File: src/rtl/ag_pkg.sv
// Shared types for the multi-channel buffer address generator.
package ag_pkg;

  localparam logic MODE_ROW = 1'b0;
  localparam logic MODE_COL = 1'b1;

  typedef enum logic [1:0] {
    IDLE = 2'd0,
    RUN  = 2'd1,
    DONE = 2'd2
  } ag_state_t;

  typedef enum logic {
    ROW_MAJOR = MODE_ROW,
    COL_MAJOR = MODE_COL
  } ag_mode_t;

endpackage

File: src/rtl/ag_cnt.sv
// Wrap counter with enable, run-time maximum, synchronous clear and carry-out.
// nxt_o is the value the counter takes at the coming edge.
module ag_cnt #(
  parameter int unsigned W = 4
) (
  input  logic         clk_i,
  input  logic         rst_ni,
  input  logic         clr_i,
  input  logic         en_i,
  input  logic [W-1:0] max_i,
  output logic [W-1:0] nxt_o,
  output logic         carry_o
);

  logic [W-1:0] cnt_q, cnt_d;

  // Next count: clear wins, otherwise wrap to zero after max_i.
  always_comb begin
    cnt_d   = cnt_q;
    carry_o = 1'b0;
    if (clr_i) begin
      cnt_d = '0;
    end else if (en_i) begin
      if (cnt_q == max_i) begin
        cnt_d   = '0;
        carry_o = 1'b1;
      end else begin
        cnt_d = cnt_q + 1'b1;
      end
    end
  end

  assign nxt_o = cnt_d;

  // Count register.
  always_ff @(posedge clk_i) begin
    if (!rst_ni) cnt_q <= '0;
    else         cnt_q <= cnt_d;
  end

endmodule

File: src/rtl/ag_buf.sv
// Multi-channel row/column-major address generator for the systolic array buffers.
module ag_buf
  import ag_pkg::*;
#(
  parameter  int unsigned FEATURE_BITS = 4,
  parameter  int unsigned ADDR_W       = 2 * FEATURE_BITS,
  parameter  int unsigned CHANNELS     = 2,
  localparam int unsigned CH_W         = (CHANNELS > 1) ? $clog2(CHANNELS) : 1
) (
  input  logic                    sys_clk,
  input  logic                    reset_n,
  input  logic                    start,
  input  logic [FEATURE_BITS-1:0] m_cfg,
  input  logic [FEATURE_BITS-1:0] n_cfg,
  input  logic                    mode,
  input  logic [ADDR_W-1:0]       base,
  input  logic                    stall,
  output logic                    busy,
  output logic                    valid,
  output logic [ADDR_W-1:0]       address,
  output logic [CH_W-1:0]         channel,
  output logic                    last,
  output logic                    done
);

  ag_state_t               state_q;
  ag_mode_t                mode_q;
  logic [FEATURE_BITS-1:0] m_q, n_q;
  logic [ADDR_W-1:0]       base_q, mn_q, row_off_q, ch_off_q;
  logic [ADDR_W-1:0]       row_off_d, ch_off_d, addr_d;
  logic [ADDR_W-1:0]       addr_q;
  logic [CH_W-1:0]         chan_q;
  logic                    busy_q, valid_q, last_q, done_q, last_d;

  logic                    accept, nonempty, adv;
  logic [FEATURE_BITS-1:0] inner_max, outer_max, inner_nxt, outer_nxt, c_nxt;
  logic [CH_W-1:0]         ch_nxt;
  logic                    inner_carry, outer_carry, ch_carry;
  logic                    outer_en, ch_en, r_en, r_carry;

  assign accept    = (state_q == IDLE) && start;
  assign nonempty  = (m_cfg != '0) && (n_cfg != '0);
  assign adv       = (state_q == RUN) && !stall;
  assign inner_max = (mode_q == COL_MAJOR) ? m_q - 1'b1 : n_q - 1'b1;
  assign outer_max = (mode_q == COL_MAJOR) ? n_q - 1'b1 : m_q - 1'b1;
  assign outer_en  = adv && inner_carry;
  assign ch_en     = outer_en && outer_carry;

  ag_cnt #(.W(FEATURE_BITS)) u_inner (
    .clk_i(sys_clk), .rst_ni(reset_n), .clr_i(accept), .en_i(adv),
    .max_i(inner_max), .nxt_o(inner_nxt), .carry_o(inner_carry)
  );

  ag_cnt #(.W(FEATURE_BITS)) u_outer (
    .clk_i(sys_clk), .rst_ni(reset_n), .clr_i(accept), .en_i(outer_en),
    .max_i(outer_max), .nxt_o(outer_nxt), .carry_o(outer_carry)
  );

  ag_cnt #(.W(CH_W)) u_chan (
    .clk_i(sys_clk), .rst_ni(reset_n), .clr_i(accept), .en_i(ch_en),
    .max_i(CH_W'(CHANNELS - 1)), .nxt_o(ch_nxt), .carry_o(ch_carry)
  );

  // Map inner/outer back to row/column according to the latched sweep mode.
  assign r_en    = (mode_q == COL_MAJOR) ? adv         : outer_en;
  assign r_carry = (mode_q == COL_MAJOR) ? inner_carry : outer_carry;
  assign c_nxt   = (mode_q == COL_MAJOR) ? outer_nxt   : inner_nxt;

  // Running offsets r*n and ch*m*n; the address is a pure sum of them.
  always_comb begin
    row_off_d = row_off_q;
    ch_off_d  = ch_off_q;
    if (accept) begin
      row_off_d = '0;
      ch_off_d  = '0;
    end else begin
      if (r_en)  row_off_d = r_carry  ? '0 : row_off_q + ADDR_W'(n_q);
      if (ch_en) ch_off_d  = ch_carry ? '0 : ch_off_q + mn_q;
    end
    addr_d = base_q + ch_off_d + row_off_d + ADDR_W'(c_nxt);
    last_d = (ch_nxt == CH_W'(CHANNELS - 1)) && (inner_nxt == inner_max) &&
             (outer_nxt == outer_max);
  end

  // Offset registers.
  always_ff @(posedge sys_clk) begin
    if (!reset_n) begin
      row_off_q <= '0;
      ch_off_q  <= '0;
    end else begin
      row_off_q <= row_off_d;
      ch_off_q  <= ch_off_d;
    end
  end

  // Job FSM with registered outputs and latched configuration.
  always_ff @(posedge sys_clk) begin
    if (!reset_n) begin
      state_q <= IDLE;
      mode_q  <= ROW_MAJOR;
      m_q     <= '0;
      n_q     <= '0;
      base_q  <= '0;
      mn_q    <= '0;
      addr_q  <= '0;
      chan_q  <= '0;
      busy_q  <= 1'b0;
      valid_q <= 1'b0;
      last_q  <= 1'b0;
      done_q  <= 1'b0;
    end else begin
      case (state_q)
        IDLE: begin
          if (start) begin
            m_q    <= m_cfg;
            n_q    <= n_cfg;
            mode_q <= ag_mode_t'(mode);
            base_q <= base;
            mn_q   <= ADDR_W'(m_cfg) * ADDR_W'(n_cfg);
            busy_q <= 1'b1;
            chan_q <= '0;
            if (nonempty) begin
              state_q <= RUN;
              valid_q <= 1'b1;
              addr_q  <= base;
              last_q  <= (CHANNELS == 1) && (m_cfg == FEATURE_BITS'(1)) &&
                         (n_cfg == FEATURE_BITS'(1));
            end else begin
              state_q <= DONE;
              done_q  <= 1'b1;
            end
          end
        end
        RUN: begin
          if (!stall) begin
            if (last_q) begin
              state_q <= DONE;
              valid_q <= 1'b0;
              last_q  <= 1'b0;
              done_q  <= 1'b1;
            end else begin
              addr_q <= addr_d;
              chan_q <= ch_nxt;
              last_q <= last_d;
            end
          end
        end
        DONE: begin
          state_q <= IDLE;
          busy_q  <= 1'b0;
          done_q  <= 1'b0;
        end
        default: state_q <= IDLE;
      endcase
    end
  end

  assign busy    = busy_q;
  assign valid   = valid_q;
  assign address = addr_q;
  assign channel = chan_q;
  assign last    = last_q;
  assign done    = done_q;

endmodule

File: config.mk
export PLATFORM = sky130hd
export DESIGN_NAME = ag_buf
export DESIGN_NICKNAME = d
export VERILOG_FILES = /design/src/rtl/ag_pkg.sv /design/src/rtl/ag_cnt.sv /design/src/rtl/ag_buf.sv
export SDC_FILE = /design/constraint.sdc
export NUM_CORES = 1
export LEC_CHECK = 0
export ABC_AREA = 1
export CORE_MARGIN = 10
export CORE_UTILIZATION = 25
export CTS_CLUSTER_SIZE = 12
export DETAILED_ROUTE_END_ITERATION = 8
export DONT_BUFFER_PORTS = 1
export PLACE_DENSITY_LB_ADDON = 0.2
export REMOVE_ABC_BUFFERS = 1
export SKIP_CTS_REPAIR_TIMING = 1
export SKIP_LAST_GASP = 1
export SYNTH_ARGS = -nofsm -noshare
export SYNTH_HDL_FRONTEND = slang
export SYNTH_HIERARCHICAL = 1
export SYNTH_SLANG_ARGS = --single-unit
File: constraint.sdc
create_clock -name sys_clk -period 7.25 [get_ports sys_clk]
set_input_delay 1.0875 -clock sys_clk [delete_from_list [all_inputs] [get_ports sys_clk]]
set_output_delay 1.0875 -clock sys_clk [all_outputs]
set_load 0.1 [all_outputs]
Yosys cells after proc, flatten, opt, wreduce, memory -nomap -nowiden:

Index checks and enable logic that the tools add are counted.

* add/sub/neg operators: 10
* multiply operators: 1
* divide/modulo/power cells: 0
* $lt $le $gt $ge: 0
* equal/unequal tests: 12
* shifts and indexed selects: 0
* muxes and demuxes: 60
* bitwise gates (word level): 0
* reduce and logical (&&, ||, !) cells: 22

Operators by type and width (count)
* 8-bit 2-to-1 mux: 10
* 4-bit 2-to-1 mux: 9
* 1-bit 2-to-1 mux: 30
* 8-bit adder: 3
* 8-bit by 4-bit adder with 8-bit output: 2
* 4-bit == test: 4
* 8-bit case mux with 2 select lines: 1
* 5-bit AND reduction: 3
* 2-bit inequality test (second input constant): 6
* 4-bit by 1-bit adder with 4-bit output (second input constant): 2
* 4-bit by 4-bit multiplier with 8-bit output: 1
* 2-bit 2-to-1 mux: 4
* 1-bit case mux with 2 select lines: 4
* 4-bit AND reduction: 2
* 4-bit nonzero test: 2
* 4-bit by 1-bit subtractor with 4-bit output (second input constant): 2
* 1-bit logical AND: 7
* 2-bit case mux with 2 select lines: 1
* 2-bit AND reduction: 2
* 2-bit nonzero test: 2
* 1-bit case mux with 3 select lines: 1
* 3-bit AND reduction: 1
* 3-bit nonzero test: 1
* 2-bit by 1-bit == test with 1-bit output (second input constant): 1
* other kinds (4): 4

* register bits: 65
* latch bits: 0
* bits in writable memories: 0
* memory bits (read-only): 0
* output and inout port bits: 13
* logic and storage cells: 122
* memories kept: 0

Depth between registers and ports, before layout:

Gate-level depths: netlist of run 1.

* word-level depth: 21
* depth in mapped cells: 42
* depth with buffers taken out: 42

Cells and area by module:

The synthesis of run 1 kept the hierarchy.

By module, submodules not included
* ag_buf: times used 1, cells an instance 567, area each 4122.7 sq um
* ag_cnt (u_inner ...): times used 2, cells an instance 53, area each 315.3 sq um
* ag_cnt (u_chan): times used 1, cells an instance 14, area each 86.3 sq um

Worst setup path after synthesis of run 1:

Ideal clock, no wire load.

* kind: in2reg
* start point: input port start
* end point: register addr_q[7] (netlist: address[7])
* library setup time: 0.131 ns
* arrival time: 6.043 ns
* required time: 7.119 ns
* path slack: 1.076 ns
* stages on the path: 35
* buffers on the path: 2
* path through: inv_1 nor2_2 buf_4 buf_2 nor2_1 and2_1 nand2_1 nor2_2 nand3_2 nor2_1 nand3_4 inv_1 nand2_1 nor2_1 nor2_8 inv_1 o22ai_1 nand2_1 fa_1 fa_1 inv_1 ha_1 fa_1 nand3_1 nand2_1 nand2_1 nand2_1 a21oi_1 inv_1 nand3_1 nand2_1 nand2_1 nand3_1 nand2_1 a21oi_2

* cells in the longest elaborated chain, start to end: 17
* elaborated cells between the ends (all ways): 28
* those cells by class: 3 x add/sub; 1 x eq/ne; 20 x mux; 4 x reduce/logical

Ends and longest elaborated chain
* from (decl): RTL line ag_buf.sv:12 `input logic start,`
* 1-bit logical AND: RTL line ag_buf.sv:41 `assign accept = (state_q == IDLE) && start;`
* net accept: RTL line ag_buf.sv:35 `logic accept, nonempty, adv;`
* 1-bit 2-to-1 mux: RTL line ag_cnt.sv:21 `if (clr_i) begin`
* net inner_carry: RTL line ag_buf.sv:38 `logic inner_carry, outer_carry, ch_carry;`
* 1-bit logical AND: RTL line ag_buf.sv:46 `assign outer_en = adv && inner_carry;`
* net outer_en: RTL line ag_buf.sv:39 `logic outer_en, ch_en, r_en, r_carry;`
* 1-bit 2-to-1 mux: RTL line ag_cnt.sv:23 `end else if (en_i) begin`
* 1-bit 2-to-1 mux: RTL line ag_cnt.sv:21
* net outer_carry: RTL line ag_buf.sv:38
* (+1 left out)
* net ch_en: RTL line ag_buf.sv:39
* (+2 left out)
* net ch_carry: RTL line ag_buf.sv:38
* 8-bit 2-to-1 mux (2 in series): RTL line ag_buf.sv:78 `if (ch_en) ch_off_d = ch_carry ? '0 : ch_off_q + mn_q;`
* 8-bit 2-to-1 mux: RTL line ag_buf.sv:73 `if (accept) begin`
* 8-bit adder (2 in series): RTL line ag_buf.sv:80 `addr_d = base_q + ch_off_d + row_off_d + ADDR_W'(c_nxt);`
* 8-bit by 4-bit adder with 8-bit output: RTL line ag_buf.sv:80
* 8-bit 2-to-1 mux: RTL line ag_buf.sv:136 `if (last_q) begin`
* 8-bit 2-to-1 mux: RTL line ag_buf.sv:135 `if (!stall) begin`
* 8-bit case mux with 2 select lines: RTL line ag_buf.sv:112 `case (state_q)`
* to (signal assigned): RTL line ag_buf.sv:125 `addr_q <= base;`
* to (signal assigned): RTL line ag_buf.sv:142 `addr_q <= addr_d;`
* to (decl): RTL line ag_buf.sv:31 `logic [ADDR_W-1:0] addr_q;`

The timed path passes the listed nets, and every way through them passes these cells. The select of a mux whose other input is x is not followed.
A chain may end at the register's enable or synchronous reset.

Final worst setup path of run 1:

* start point: register n_q[0]
* end point: register addr_q[7] (netlist: address[7])

* cells in the longest elaborated chain, start to end: 21
* elaborated cells between the ends (all ways): 37
* those cells by class: 5 x add/sub; 2 x eq/ne; 28 x mux; 2 x reduce/logical

Ends and longest elaborated chain
* from (decl): RTL line ag_buf.sv:28 `logic [FEATURE_BITS-1:0] m_q, n_q;`
* from (signal assigned): RTL line ag_buf.sv:116 `n_q <= n_cfg;`
* 4-bit by 1-bit subtractor with 4-bit output: RTL line ag_buf.sv:44 `assign inner_max = (mode_q == COL_MAJOR) ? m_q - 1'b1 : n_q - 1'b1;`
* 4-bit 2-to-1 mux: RTL line ag_buf.sv:44
* net inner_max[2]: RTL line ag_buf.sv:36 `logic [FEATURE_BITS-1:0] inner_max, outer_max, inner_nxt, outer_nxt, c_nxt;`
* 4-bit == test: RTL line ag_cnt.sv:24 `if (cnt_q == max_i) begin`
* 1-bit 2-to-1 mux: RTL line ag_cnt.sv:24
* 1-bit 2-to-1 mux: RTL line ag_cnt.sv:23
* 1-bit 2-to-1 mux: RTL line ag_cnt.sv:21
* net inner_carry: RTL line ag_buf.sv:38
* (+1 left out)
* net outer_en: RTL line ag_buf.sv:39
* (+2 left out)
* net outer_carry: RTL line ag_buf.sv:38
* (+1 left out)
* net ch_en: RTL line ag_buf.sv:39
* (+2 left out)
* net ch_carry: RTL line ag_buf.sv:38
* 8-bit 2-to-1 mux (2 in series): RTL line ag_buf.sv:78
* 8-bit 2-to-1 mux: RTL line ag_buf.sv:73
* 8-bit adder (2 in series): RTL line ag_buf.sv:80
* 8-bit by 4-bit adder with 8-bit output: RTL line ag_buf.sv:80
* 8-bit 2-to-1 mux: RTL line ag_buf.sv:136
* 8-bit 2-to-1 mux: RTL line ag_buf.sv:135
* 8-bit case mux with 2 select lines: RTL line ag_buf.sv:112

The timed path passes the listed nets, and every way through them passes these cells. The select of a mux whose other input is x is not followed.

==> summary.md, run 1 <==
| Metric | Value |
|---|---|
| RSZ-0062 raised after global routing | no |
| Gr usage total | 0.102 |
| Final hold violations | 0 |
| Warnings, synthesis | 6 |
| Worst-Skew Late Latency | 0.34 ns |
| Crit path max fanout | 9 |
| CP required | 7.43 ns |
| Startpoint types | flop |
| I/O Pins | 34 |
| Hold endpoint | mn_q[0] |
| Commonest register cell after synthesis | dfxtp_1 |
| Post-synth EDFFs | 0 |
| Clock share of power | 0.340 |
| Pint | 767 uW |
| Length in cells of the worst reg-to-reg path | 42 |
| Net Sw Frac | 0.386 |
| Dpl cells | 936 |
| Setup tns final | 0 ns |
| Vias in the first global route | 4,124 |
| P_sw | 483 uW |
| Worst Min Path Start | mn_q[0] |
| Yosys cell types | 46 |
| CTS tree | done |
| P_leak | 0.00263 uW |
| Synth Cell Area | 4840 sq um |
| Hold crit path type | flop to flop |
| Fin util | 0.286 |
| Sequential share of power | 0.418 |
| FF-to-FF Start | n_q[0] |
| Pwr/cell area | 231 nW/um^2 |
| Largest net degree at the start of global routing | 38 |
| Layout cells sized above 1 | 0.0867 |
| Drt first pass iters | 4 |
| Worst setup EP type | flop |
| Async set-reset flop share out of synthesis | 0 |
| Grt ovf | 0 |
| Hold depth | 2 |
| Max incr delay on CP | 0.54 ns |
| Most used cell, CP | nand2_1 |
| CTS Sinks | 65 |
| Max Fclk | 152 MHz |
| CTS H-Tree Depth | 3 |
| Critical path's slowest cell | fa_1 |
| Post-Route WL | 12,300 microns |
| Max Cap Viol | 0 |
| Full die area | 25,300 sq um |
| Total number of vias | 4,049 |
| Final HPWL DP | 9580 microns |
| Root Buffer | clkbuf_16 |
| Drt initial violations | 166 |
| Fin crit period | 6.58 ns |
| Area grow syn2layout | 11.8% |
| Routed wire length per instance | 12.9 microns |
| Final nets | 763 |
| Reg2reg end | address[7] |
| Initial Utilization | 0.256 |
| Peak VDD IR | 108 uV |
| R2r setup slk | 0.67 ns |
| Comb pwr share | 0.242 |
| Site Rows | 50 |
| First-pass GRT wire length | 21,300 microns |
| Initial antenna violation count | 0 |
| Worst Tran Pin Value | 1.09 ns |
| Seq cells post-synth | 65 |
| Ant. Diodes | 0 |
| Die Wd | 159 microns |
| Final setup vio count | 0 |
| Status | complete, no violations |
| Post-route ant nets | 0 |
| DRC Markers | 0 |
| Clock buffer depth | 2 |
| Placer Congestion | 0.851 |
| Pins Over Slew Limit | 0 |
| Relative slew margins | 0.275 |
| Gate Count Post-Synth | 687 |
| Setup Skew | 0.00413 ns |
| Drt via density | 4.25 |
| Crit path DAT | 6.76 ns |
| Tcrit/Tclk final | 0.908 |
| Seq/Total Area, Yosys | 0.269 |
| Post-Layout Cell Count | 952 |
| Crit path kind | flop to flop |
| Post-synthesis area per instance | 7.04 sq um |
| Core area | 18,900 sq um |
| Die boundary height | 159 microns |
| Port bufs | 0 |
| Reg clk slew, reported paths | 0.05 ns |
| CTS buffer count | 9 |
## cell families after synthesis
logic type      count (synthesis)  synth area share
simple gates                  276             0.253
buf+inv                       136             0.110
compound gates                131             0.156
flops                          65             0.269
fa+ha+maj                      55             0.169
xor+xnor                       23            0.0416
other cells                     1          0.000775
## worst max-delay path, delay by kind of cell, from the launching register on
| family | cells | cell delay, ns |
|---|---|---|
| flip-flops | 1 | 0.39 |
| buffers and inverters | 7 | 0.68 |
| adder cells (fa/ha/maj) | 5 | 1.83 |
| AND/OR/NAND/NOR | 25 | 2.95 |
| AO/OA/AOI/OAI | 4 | 0.45 |
| XOR/XNOR | 1 | 0.13 |
## how the worst max path moves through the flow
stage                     startpoint    endpoint  slack, ns  cells after the start
after global routing          n_q[0]  address[7]       0.05                     42
after detailed placement      n_q[0]  address[7]       0.58                     42
after floorplan                start  address[7]       0.96                     33
final                         n_q[0]  address[7]       0.67                     42
after CTS                     n_q[0]  address[7]       0.54                     42
after global placement         stall  address[7]       0.68                     36
## cells in the mapped netlist (3+ instances only)
master / n / area (sq um)
nand3_2: 5 / 50.1
o21a_1: 3 / 22.5
buf_2: 3 / 15.0
a31oi_1: 5 / 31.3
nand2_1: 147 / 552
o21ai_1: 8 / 40.0
xor2_1: 16 / 140
fa_1: 17 / 340
inv_1: 117 / 439
nor2_2: 9 / 56.3
a21oi_1: 45 / 225
or2_2: 3 / 18.8
nand3_1: 17 / 85.1
nor2_1: 69 / 259
xnor2_1: 7 / 61.3
o22ai_1: 3 / 18.8
ha_1: 38 / 475
o21ai_0: 48 / 240
dfxtp_1: 65 / 1300
clkbuf_1: 7 / 26.3
nor3_1: 6 / 30.0
and2_1: 4 / 25.0
inv_2: 3 / 11.3
buf_4: 5 / 37.5
o21ai_2: 3 / 26.3
a21o_1: 4 / 30.0
nand2_2: 6 / 37.5
## cell usage in the layout, fill, tap and decap left out, types with 4 or more instances in the layout
master     Yosys  layout
nand2_1      147     147
inv_1        117     117
nor2_1        69      68
dfxtp_1       65      65
o21ai_0       48      48
a21oi_1       45      45
ha_1          38      38
nand3_1       17      17
fa_1          17      17
xor2_1        16      16
nor2_2         9      10
clkbuf_16      0       9
o21ai_1        8       8
xnor2_1        7       7
nand2_2        6       6
nor3_1         6       6
a31oi_1        5       5
nand3_2        5       5
a21o_1         4       4
and2_1         4       4
clkbuf_8       0       4
buf_4          5       4
## power by group through the flow
stage | clock network, uW | registers [uW] | logic, uW
finish | 425 | 522 | 303
global route | 457 | 527 | 355
CTS | 441 | 524 | 308
detailed placement | 0 | 531 | 306
global placement | 0 | 531 | 311
floorplan | 0 | 524 | 235
## cell type report
| type | count | area [sq um] |
|---|---|---|
| multi-input combinational | 486 | 3010 |
| inverter | 121 | 455 |
| clock inverter | 2 | 10.0 |
| tap | 260 | 325 |
| sequential | 65 | 1300 |
| fill | 2152 | 13500 |
| clock buffer | 14 | 284 |
| timing repair buffer | 4 | 30.0 |
## metal layers
layer | up-vias | global-route usage | wire (microns)
met5 | - | 0 | 0
met4 | 0 | 0.0232 | 65
met3 | 8 | 0.0279 | 373
met2 | 41 | 0.173 | 6030
met1 | 1827 | 0.126 | 5810
li1 | 2173 | - | -
## sequential cells by signal, indices dropped and copies added (netlist names), 2 cells and up
| signal | flops |
|---|---|
| m_q | 4 |
| mn_q | 8 |
| ch_off_q | 8 |
| u_outer/cnt_q | 4 |
| n_q | 4 |
| address | 8 |
| u_inner/cnt_q | 4 |
| row_off_q | 8 |
| state_q | 2 |
| base_q | 8 |
## per-stage QoR
stage / instance area, sq um / power [uW] / hold WS (ns) / setup slack, ns
after floorplan: 4760 / 758 / 0.447 / 0.964
after global placement: 5120 / 842 / 0.470 / 0.679
after detailed placement: 5120 / 837 / 0.474 / 0.583
after CTS: 5410 / 1270 / 0.482 / 0.541
after global routing: 5410 / 1340 / 0.526 / 0.0533
final: 5410 / 1250 / 0.474 / 0.669
Note: power is estimated with default switching activity, not from simulation.
==> run 2, diff against run 1 <==
--- a/config.mk
+++ b/config.mk
@@ -6,6 +6,7 @@
 export NUM_CORES = 1
 export LEC_CHECK = 0
 export ABC_AREA = 1
+export ABC_CLOCK_PERIOD_IN_PS = 7250
 export CORE_MARGIN = 10
 export CORE_UTILIZATION = 25
 export CTS_CLUSTER_SIZE = 12
==> results of run 2 <==
Same layout as run 1: the final DEF is identical, and so are final timing and power.
